## config.mk

```make
export PLATFORM = sky130hd
export DESIGN_NAME = lsu_dmem_port
export DESIGN_NICKNAME = d
export VERILOG_FILES = /design/src/rtl/lsu_dmem_port.sv
export SDC_FILE = /design/constraint.sdc
export NUM_CORES = 1
export LEC_CHECK = 0
export BUFFER_PORTS_ARGS = -buffer_cell sky130_fd_sc_hd__buf_2
export CORE_ASPECT_RATIO = 0.6
export CORE_MARGIN = 10
export CORE_UTILIZATION = 33
export DETAILED_ROUTE_END_ITERATION = 8
export MAX_ROUTING_LAYER = met4
export PLACE_DENSITY_LB_ADDON = 0.2
export SLEW_MARGIN = 20
export SYNTH_ARGS = -nofsm -noshare
export SYNTH_HDL_FRONTEND = slang
export SYNTH_SLANG_ARGS = --single-unit
```

## constraint.sdc

```tcl
create_clock -name clk -period 3.66 [get_ports clk]
set_input_delay 0.549 -clock clk [delete_from_list [all_inputs] [get_ports clk]]
set_output_delay 0.549 -clock clk [all_outputs]
set_load 0.05 [all_outputs]
```

## src/rtl/lsu_dmem_port.sv

```systemverilog
// Load/store unit data-memory port: one request at a time, RV32I widths,
// word-crossing accesses optionally split into two memory beats.
module lsu_dmem_port #(
  parameter bit MISALIGN_EN = 1'b1
) (
  input  logic        clk,
  input  logic        rst_n,
  input  logic        req_valid,
  output logic        req_ready,
  input  logic        req_we,
  input  logic [2:0]  req_funct3,
  input  logic [31:0] req_addr,
  input  logic [31:0] req_wdata,
  output logic        rsp_valid,
  output logic [31:0] rsp_rdata,
  output logic        rsp_err,
  output logic [31:0] mem_addr,
  output logic [31:0] mem_din,
  output logic [3:0]  mem_we,
  input  logic [31:0] mem_dout
);

  localparam logic [1:0] S_IDLE  = 2'd0;
  localparam logic [1:0] S_BEAT1 = 2'd1;
  localparam logic [1:0] S_BEAT2 = 2'd2;
  localparam logic [1:0] S_RESP  = 2'd3;

  logic [1:0]  r_state;
  logic        r_we;
  logic [2:0]  r_f3;
  logic [31:0] r_addr;
  logic [31:0] r_wdata;
  logic        r_cross;
  logic        r_err;
  logic [31:0] r_w1;
  logic [23:0] r_w2;

  logic        w_illegal;
  logic        w_cross;
  logic        w_err;
  logic [1:0]  w_k;
  logic [31:0] w_base;
  logic [31:0] w_din_rot;
  logic [3:0]  w_mask_base;
  logic [7:0]  w_mask8;
  logic [31:0] w_raw;
  logic [31:0] w_ext;

  // Request decode, evaluated on the live request fields at handshake time.
  always_comb begin
    w_illegal = 1'b0;
    case (req_funct3)
      3'b000, 3'b001, 3'b010: w_illegal = 1'b0;
      3'b100, 3'b101:         w_illegal = req_we;
      default:                w_illegal = 1'b1;
    endcase
    w_cross = ((req_funct3[1:0] == 2'b01) && (req_addr[1:0] == 2'b11)) ||
              ((req_funct3[1:0] == 2'b10) && (req_addr[1:0] != 2'b00));
    w_err   = w_illegal || (w_cross && !MISALIGN_EN);
  end

  always_ff @(posedge clk or negedge rst_n) begin
    if (!rst_n) begin
      r_state <= S_IDLE;
      r_we    <= 1'b0;
      r_f3    <= '0;
      r_addr  <= '0;
      r_wdata <= '0;
      r_cross <= 1'b0;
      r_err   <= 1'b0;
      r_w1    <= '0;
      r_w2    <= '0;
    end else begin
      case (r_state)
        S_IDLE: begin
          if (req_valid) begin
            r_we    <= req_we;
            r_f3    <= req_funct3;
            r_addr  <= req_addr;
            r_wdata <= req_wdata;
            r_cross <= w_cross;
            r_err   <= w_err;
            r_w2    <= '0;
            r_state <= w_err ? S_RESP : S_BEAT1;
          end
        end
        S_BEAT1: begin
          r_w1    <= mem_dout;
          r_state <= r_cross ? S_BEAT2 : S_RESP;
        end
        S_BEAT2: begin
          r_w2    <= mem_dout[23:0];
          r_state <= S_RESP;
        end
        default: r_state <= S_IDLE;
      endcase
    end
  end

  assign w_k    = r_addr[1:0];
  assign w_base = {r_addr[31:2], 2'b00};

  always_comb begin
    w_din_rot = r_wdata;
    case (w_k)
      2'd1:    w_din_rot = {r_wdata[23:0], r_wdata[31:24]};
      2'd2:    w_din_rot = {r_wdata[15:0], r_wdata[31:16]};
      2'd3:    w_din_rot = {r_wdata[7:0],  r_wdata[31:8]};
      default: w_din_rot = r_wdata;
    endcase
  end

  always_comb begin
    w_mask_base = 4'b1111;
    case (r_f3[1:0])
      2'b00:   w_mask_base = 4'b0001;
      2'b01:   w_mask_base = 4'b0011;
      default: w_mask_base = 4'b1111;
    endcase
    w_mask8 = {4'b0000, w_mask_base} << w_k;
  end

  // Byte-granular funnel shift of {w2,w1}; w2 top byte never reaches the result.
  always_comb begin
    w_raw = r_w1;
    case (w_k)
      2'd1:    w_raw = {r_w2[7:0],  r_w1[31:8]};
      2'd2:    w_raw = {r_w2[15:0], r_w1[31:16]};
      2'd3:    w_raw = {r_w2[23:0], r_w1[31:24]};
      default: w_raw = r_w1;
    endcase
  end

  always_comb begin
    w_ext = w_raw;
    case (r_f3)
      3'b000:  w_ext = {{24{w_raw[7]}},  w_raw[7:0]};
      3'b001:  w_ext = {{16{w_raw[15]}}, w_raw[15:0]};
      3'b100:  w_ext = {24'd0, w_raw[7:0]};
      3'b101:  w_ext = {16'd0, w_raw[15:0]};
      default: w_ext = w_raw;
    endcase
  end

  always_comb begin
    req_ready = (r_state == S_IDLE);
    rsp_valid = 1'b0;
    rsp_err   = 1'b0;
    rsp_rdata = '0;
    mem_addr  = '0;
    mem_din   = '0;
    mem_we    = '0;
    case (r_state)
      S_BEAT1: begin
        mem_addr = w_base;
        mem_din  = w_din_rot;
        if (r_we) mem_we = w_mask8[3:0];
      end
      S_BEAT2: begin
        mem_addr = w_base + 32'd4;
        mem_din  = w_din_rot;
        if (r_we) mem_we = w_mask8[7:4];
      end
      S_RESP: begin
        rsp_valid = 1'b1;
        rsp_err   = r_err;
        if (!r_we && !r_err) rsp_rdata = w_ext;
      end
      default: ;
    endcase
  end

endmodule

```

Yosys cells after proc, flatten, opt, wreduce, memory -nomap -nowiden
Index checks and enable logic that the tools add are counted.
W data, S select, Z words.
{"block": "word_totals", "ff_bits": 128, "latch_bits": 0, "ram_bits": 0, "mem_bits_ro": 0, "input_bits": 103, "out_inout_bits": 103, "elab_cells": 66, "memories": 0}
{"block": "op_classes", "n_addsub": 1, "mul": 0, "div_mod_pow": 0, "n_lt_le_gt_ge": 0, "n_eq_ne": 18, "shifts": 1, "mux": 20, "n_bitwise": 0, "n_reduce_logical": 17}
{"op": "$pmux W32 S3", "n": 2}
{"op": "$pmux W32 S4", "n": 1}
{"op": "$mux W32", "n": 3}
{"op": "$pmux W32 S2", "n": 1}
{"op": "$pmux W24 S2", "n": 1}
{"op": "$add A32 B3 Y32 const B", "n": 1}
{"op": "$mux W24", "n": 1}
{"op": "$pmux W4 S2", "n": 2}
{"op": "$eq A2 B2 Y1 const B", "n": 6}
{"op": "$eq A3 B3 Y1 const B", "n": 4}
{"op": "$eq A2 B1 Y1 const B", "n": 4}
{"op": "$mux W4", "n": 2}
{"op": "$shl A4 B2 Y8", "n": 1}
{"op": "$eq A3 B1 Y1 const B", "n": 2}
{"op": "$logic_not A3 Y1", "n": 2}
{"op": "$pmux W2 S3", "n": 1}
{"op": "$logic_not A2 Y1", "n": 2}
{"op": "$mux W2", "n": 2}
{"op": "$reduce_and A2 Y1", "n": 2}
{"op": "$reduce_bool A2 Y1", "n": 2}
{"op": "$reduce_or A2 Y1", "n": 2}
{"op": "$eq A3 B2 Y1 const B", "n": 1}
{"op": "$logic_and A1 B1 Y1", "n": 3}
{"op": "$mux W1", "n": 3}
{"op": "other kinds (5)", "n": 6}

Longest topological paths before layout
Gate-level depths: netlist of run 1.
{"block": "depth", "word_depth": 6, "mapped_depth": 8, "mapped_depth_nobuf": 6}

Worst setup path before layout of run 1
No wires, ideal clock.
{"block": "synth_path", "path_type": "register to output", "startpoint": "register r_state[0]", "endpoint": "output rsp_rdata[21]", "arrival_ns": 3.265, "required_time_ns": 3.111, "setup_slack_ns": -0.154, "stages_incl_launch_ff": 8, "path_buffers": 3, "cell_sequence": "dfrtp_1 -> ha_1 -> or3b_2 -> clkbuf_1 -> or2_2 -> clkbuf_1 -> clkbuf_1 -> o21ai_0"}
{"block": "synth_between", "elab_chain_cells": 2}
{"element": "from (decl)", "line": "28", "source": "logic [1:0] r_state;"}
{"element": "from (signal assigned)", "line": "84", "source": "r_state <= w_err ? S_RESP : S_BEAT1;"}
{"element": "from (signal assigned)", "line": "89", "source": "r_state <= r_cross ? S_BEAT2 : S_RESP;"}
{"element": "$eq A2 B2 Y1", "line": "153", "source": "case (r_state)"}
{"element": "$mux W32", "line": "153"}
{"element": "to (decl)", "line": "15", "source": "output logic [31:0] rsp_rdata,"}
No other way between the ends.

Worst setup path after layout of run 1
{"block": "layout_path", "startpoint": "register r_addr[2]", "endpoint": "output mem_addr[18]"}
{"block": "layout_between", "elab_chain_cells": 2}
{"element": "from (decl)", "line": "31", "source": "logic [31:0] r_addr;"}
{"element": "from (signal assigned)", "line": "79", "source": "r_addr <= req_addr;"}
{"element": "$add A32 B3 Y32", "line": "160", "source": "mem_addr = w_base + 32'd4;"}
{"element": "$pmux W32 S2", "line": "153"}
{"element": "to (decl)", "line": "17", "source": "output logic [31:0] mem_addr,"}
No other way between the ends.

==> metrics.txt, run 1 <==
outcome=finished clean; Worst setup EP type=output pin; hpwl dp=18.1 mm; period utilization=0.947; Synth Area in XOR/XNOR=0; adder-cell share of the synthesized area=0.00775; clk buf depth=2; Top FF cell, synth=dfrtp_1; CTS tree=yes; Port Buf Inserts=203; Total Routing Usage GR=0.165; Placer Congestion=0.849; main combinational cell family by area after synthesis=multiplexers; Syn. warnings=0; Worst Hold Class=input port to asynchronous set/reset pin; Pre-antenna DRT Iters=5; post-CTS setup buffer count=0; grt ovf=0; Residual DRC=0; Worst-path clk slew=0.06 ns; initial antenna violation count=3; H-Tree Level Count=4; crit path max fanout=8; Die Area=0.0313 mm^2; die width=222 um; multiplexer share of the synthesized area=0.325; Max Fclk=0.289 GHz; Vias/cell=5.48; layout cells sized above 1=0.497; num rows=44; Area growth syn-to-layout=24.5%; core area=0.0241 mm^2; Synth Area in Compound Gates=0.112; CTS Hold Buffers Added=0; Max Slew Vio Count=0; WS Path Type=register to output pin; Post-Syn Instances=688; commonest non-fill, non-tap cell in the layout=buf_2; commonest cells after routing, fill and taps aside=202 x buf_2, 126 x dfrtp_1, 103 x mux2_2, 63 x mux4_2, 44 x nand2_1; Final nets=971; setup TNS=0 ns; largest net degree at the start of global routing=91; Worst-Margin Slew=0.923 ns; Non-Filler Instances=1,201; CTS buffer count=17; final count of hold timing violations=0; Seq/Total Area, Yosys=0.397; Die H=141 um; Worst EP arrival=2.92 ns; vias=6,586; DP Worst Slack=0.571 ns; Synth cell types=58; vias in the first global route=6,544; max-cap violations=0; Clock Skews=0.00656 ns; first-pass GRT wire length=39.8 mm; Async SR Flop Fraction=1.00; Critical Path RT=3.11 ns; FF-to-FF Start=r_state[0]; Starting Density=0.335; type of origin of the critical path=register; I/O pins=206; placed insts=1,166; Mapped Area=0.00807 mm^2; Antenna Nets Post-Route=0; Root Driver=clkbuf_16; flop2flop setup slack=1.34 ns; slew margin rel.=0.384; RR Endpoint=r_wdata[3]; Post-synth EDFFs=0; Initial DRC Count=557; Worst-Skew Late Latency=0.43 ns; # setup viols final=0; min setup slack post-route=0.195 ns; Tmin final=3.46 ns; unrepaired setup endpoints after global routing=false; clk sink count=128; synthesis-stage register bit count=128; drt total wl=25.4 mm; wire length per cell=21.1 um; syn avg cell area=11.7 um^2; R2R cell count=5; Synth Area in Simple Gates=0.113
## sequential cells by signal (all words and copies together), names as in the netlist
name,cells
r_we,1
r_cross,1
r_f3,3
r_w1,32
r_w2,24
r_err,1
r_addr,32
r_state,2
r_wdata,32
## cells by family (layout without fill, tap and decap cells)
kind of cell             after synthesis  after routing
buffers and inverters                 85            272
adder cells (fa/ha/maj)                5              5
AND/OR/NAND/NOR                      164            164
other                                  1              5
AO/OA/AOI/OAI                        135            135
flip-flops                           128            128
multiplexers                         170            170
## per-layer routing
metal	wire, um	vias to the layer above	GRT usage
li1	-	2991	-
met1	12700	3345	0.240
met2	10900	228	0.223
met3	1400	22	0.0380
met4	357	0	0.0449
met5	0	-	-
## cells in the mapped netlist, types with 12 or more instances
cell | number | share of area
a21oi_1 | 27 | 0.017
a22o_1 | 24 | 0.026
a31oi_1 | 12 | 0.0093
and2_1 | 35 | 0.027
buf_2 | 16 | 0.0099
clkbuf_1 | 37 | 0.017
dfrtp_1 | 128 | 0.40
inv_1 | 23 | 0.011
mux2_2 | 103 | 0.14
mux4_2 | 63 | 0.18
nand2_1 | 45 | 0.021
nand3_1 | 15 | 0.0093
nor2_1 | 12 | 0.0056
o21ai_0 | 36 | 0.022
## how the worst max path moves through the flow
stage / start / endpoint / slack [ns]
6_report: r_addr[2] / mem_addr[18] / 0.20
5_1_grt: r_addr[2] / mem_addr[18] / 0.04
4_1_cts: r_addr[2] / mem_addr[18] / 0.09
3_5_place_dp: r_addr[2] / mem_addr[18] / 0.57
3_3_place_gp: r_addr[2] / mem_addr[18] / 0.60
2_1_floorplan: r_state[0] / rsp_rdata[21] / -0.15
## critical path, cell delays in order (launching register included)
cell and delay, ns:
dfrtp_1 0.47, ha_1 0.25, nand3_2 0.18, or4_4 0.63
or4_1 0.49, a31oi_1 0.17, buf_2 0.28
## per-stage QoR
stage / area [um^2] / utilization / hold WS, ns
3_5_place_dp: 9380 / 0.389 / 0.477
4_1_cts: 10000 / 0.416 / 0.230
5_1_grt: 10000 / 0.416 / 0.273
6_report: 10000 / 0.416 / 0.172
3_3_place_gp: 9380 / 0.389 / 0.474
2_1_floorplan: 8070 / - / 0.253
## cell type report
cell class	count	area [um^2]
inverter	24	90.1
antenna	3	7.51
multi-input combinational	476	4520
clock buffer	18	439
timing repair buffer	216	1160
clock inverter	14	214
sequential	128	3210
tap	322	403
fill	2367	14100
## repair_timing
action,CTS,global route
endpoints found under the hold margin,0,0
resized for setup,0,1
setup endpoints to repair,0,2
Power of run 1 is left out: the tool's default activity adds up to more than one toggle a clock period on the data nets, which glitch-free logic cannot reach.
==> inputs of run 2 (changes only) <==
==> constraint.sdc (replaced) <==
create_clock -name clk -period 3.66 [get_ports clk]
set_input_delay 1.098 -clock clk [delete_from_list [all_inputs] [get_ports clk]]
set_output_delay 1.098 -clock clk [all_outputs]
set_load 0.05 [all_outputs]
==> metrics.txt, run 2 (synthesized netlist as in run 1, its figures left out) <==
outcome=finished clean; final count of hold timing violations=0 (unchanged); Final nets=1,000 (+3.0%); grt ovf=0 (unchanged); core area=0.0241 mm^2 (unchanged); Critical Path RT=2.56 ns (-0.55 ns); crit path max fanout=5 (-3); Tmin final=3.64 ns (+0.175 ns); die width=222 um (unchanged); Pre-antenna DRT Iters=6 (+1); clk buf depth=2 (unchanged); wire length per cell=21.5 um (+1.8%); type of origin of the critical path=register; Worst-Skew Late Latency=0.44 ns (about the same); Port Buf Inserts=203 (unchanged); Initial DRC Count=443 (-20%); Residual DRC=0 (unchanged); hold slack=0.489 ns (+0.318 ns); Worst-path clk slew=0.06 ns (about the same); Vias/cell=5.46 (-0.37%); vias in the first global route=6,710 (+2.5%); I/O pins=206 (unchanged); clk sink count=128 (unchanged); Worst Hold Class=register to register; Antenna Nets Post-Route=0 (unchanged); Placer Congestion=0.867 (+2.2%); # setup viols final=0 (unchanged); Reg area=0.00322 mm^2 (+0.35%); unrepaired setup endpoints after global routing=true; num rows=44 (unchanged); Max Fclk=0.275 GHz (-4.8%); CTS Hold Buffers Added=0 (unchanged); layout cells sized above 1=0.559 (+0.0625); CTS tree=yes; DP Worst Slack=0.200 ns (-0.371 ns); min setup slack post-route=0.0203 ns (-0.175 ns); Total Routing Usage GR=0.169 (+0.00417); initial antenna violation count=4 (+1); Worst EP arrival=2.54 ns (-0.38 ns); Die Area=0.0313 mm^2 (unchanged); Area growth syn-to-layout=32.0%; Root Driver=clkbuf_16; hpwl dp=19.1 mm (+5.5%); multi-input logic area=0.00476 mm^2 (+5.2%); vias=6,731 (+2.2%); Largest regs=r_addr: 32 flops, r_w1: 32 flops, r_wdata: 32 flops; Clock Skews=0.00556 ns (-0.000995 ns); H-Tree Level Count=4 (unchanged); slew margin rel.=0.633 (+0.249); max-cap violations=0 (unchanged); first-pass GRT wire length=40.6 mm (+2.0%); WS Path Type=register to output pin; Max Slew Vio Count=0 (unchanged); commonest cells after routing, fill and taps aside=178 x buf_2, 117 x dfrtp_1, 103 x mux2_2, 63 x mux4_2, 42 x nand2_1; period utilization=0.994 (+0.0478); Fill cells=2,336 (-1.3%); Worst-Margin Slew=0.550 ns (-0.373 ns); Starting Density=0.335 (unchanged); Die H=141 um (unchanged); drt total wl=26.5 mm (+4.4%); commonest non-fill, non-tap cell in the layout=buf_2; largest net degree at the start of global routing=64 (-30%); CTS buffer count=17 (unchanged); Worst setup EP type=output pin
## run 2: final cells by class
type	instances	share of cell area
Clock buffer	17	0.0400
Tap cell	322	0.0378
Multi-Input combinational cell	476	0.447
Inverter	24	0.00881
Antenna cell	5	0.00118
Clock inverter	15	0.0182
Sequential cell	128	0.303
Timing Repair Buffer	245	0.145
## run 2: repair_timing
action,CTS,global route
endpoints found under the hold margin,0,0
resized for setup,40,36
pin swaps,4,2
buffers inserted,3,8
setup endpoints to repair,28,44
## run 2: path summary, 6_finish.rpt
kind	from	end	slack, ns	cells past startpoint
max	r_addr[2]	mem_addr[20]	0.02	6
min	r_cross	r_cross	0.49	2
max reg2reg	r_state[1]	r_w2[20]	1.65	6
min reg2reg	r_cross	r_cross	0.49	2
max in group asynchronous	rst_n	r_state[0]	2.30	2
min in group asynchronous	rst_n	r_addr[28]	0.60	1
## run 2: through the flow
step            util  cells  TNS [ns]  cell area [um^2]
2_1_floorplan      -    689    -0.616              8250
3_3_place_gp   0.402   1184         0              9700
3_5_place_dp   0.402   1184         0              9700
4_1_cts        0.434   1219    -0.205             10500
5_1_grt        0.441   1231    -0.105             10600
6_report       0.442   1232         0             10600
## run 2: critical path, stage by stage, from the launching register on
cell	delay, ns
dfrtp_1	0.35
ha_2	0.21
nand3_2	0.11
or4_4	0.60
or4_1	0.51
a31oi_2	0.16
buf_6	0.18
## run 2: routing by layer
metal  GRT usage  up-vias  share of wire
li1            -     3051              -
met1       0.235     3404           0.48
met2       0.239      258           0.44
met3      0.0493       18          0.068
met4      0.0349        0         0.0095
met5           -        -              0
Power of run 2 is left out for the same reason.
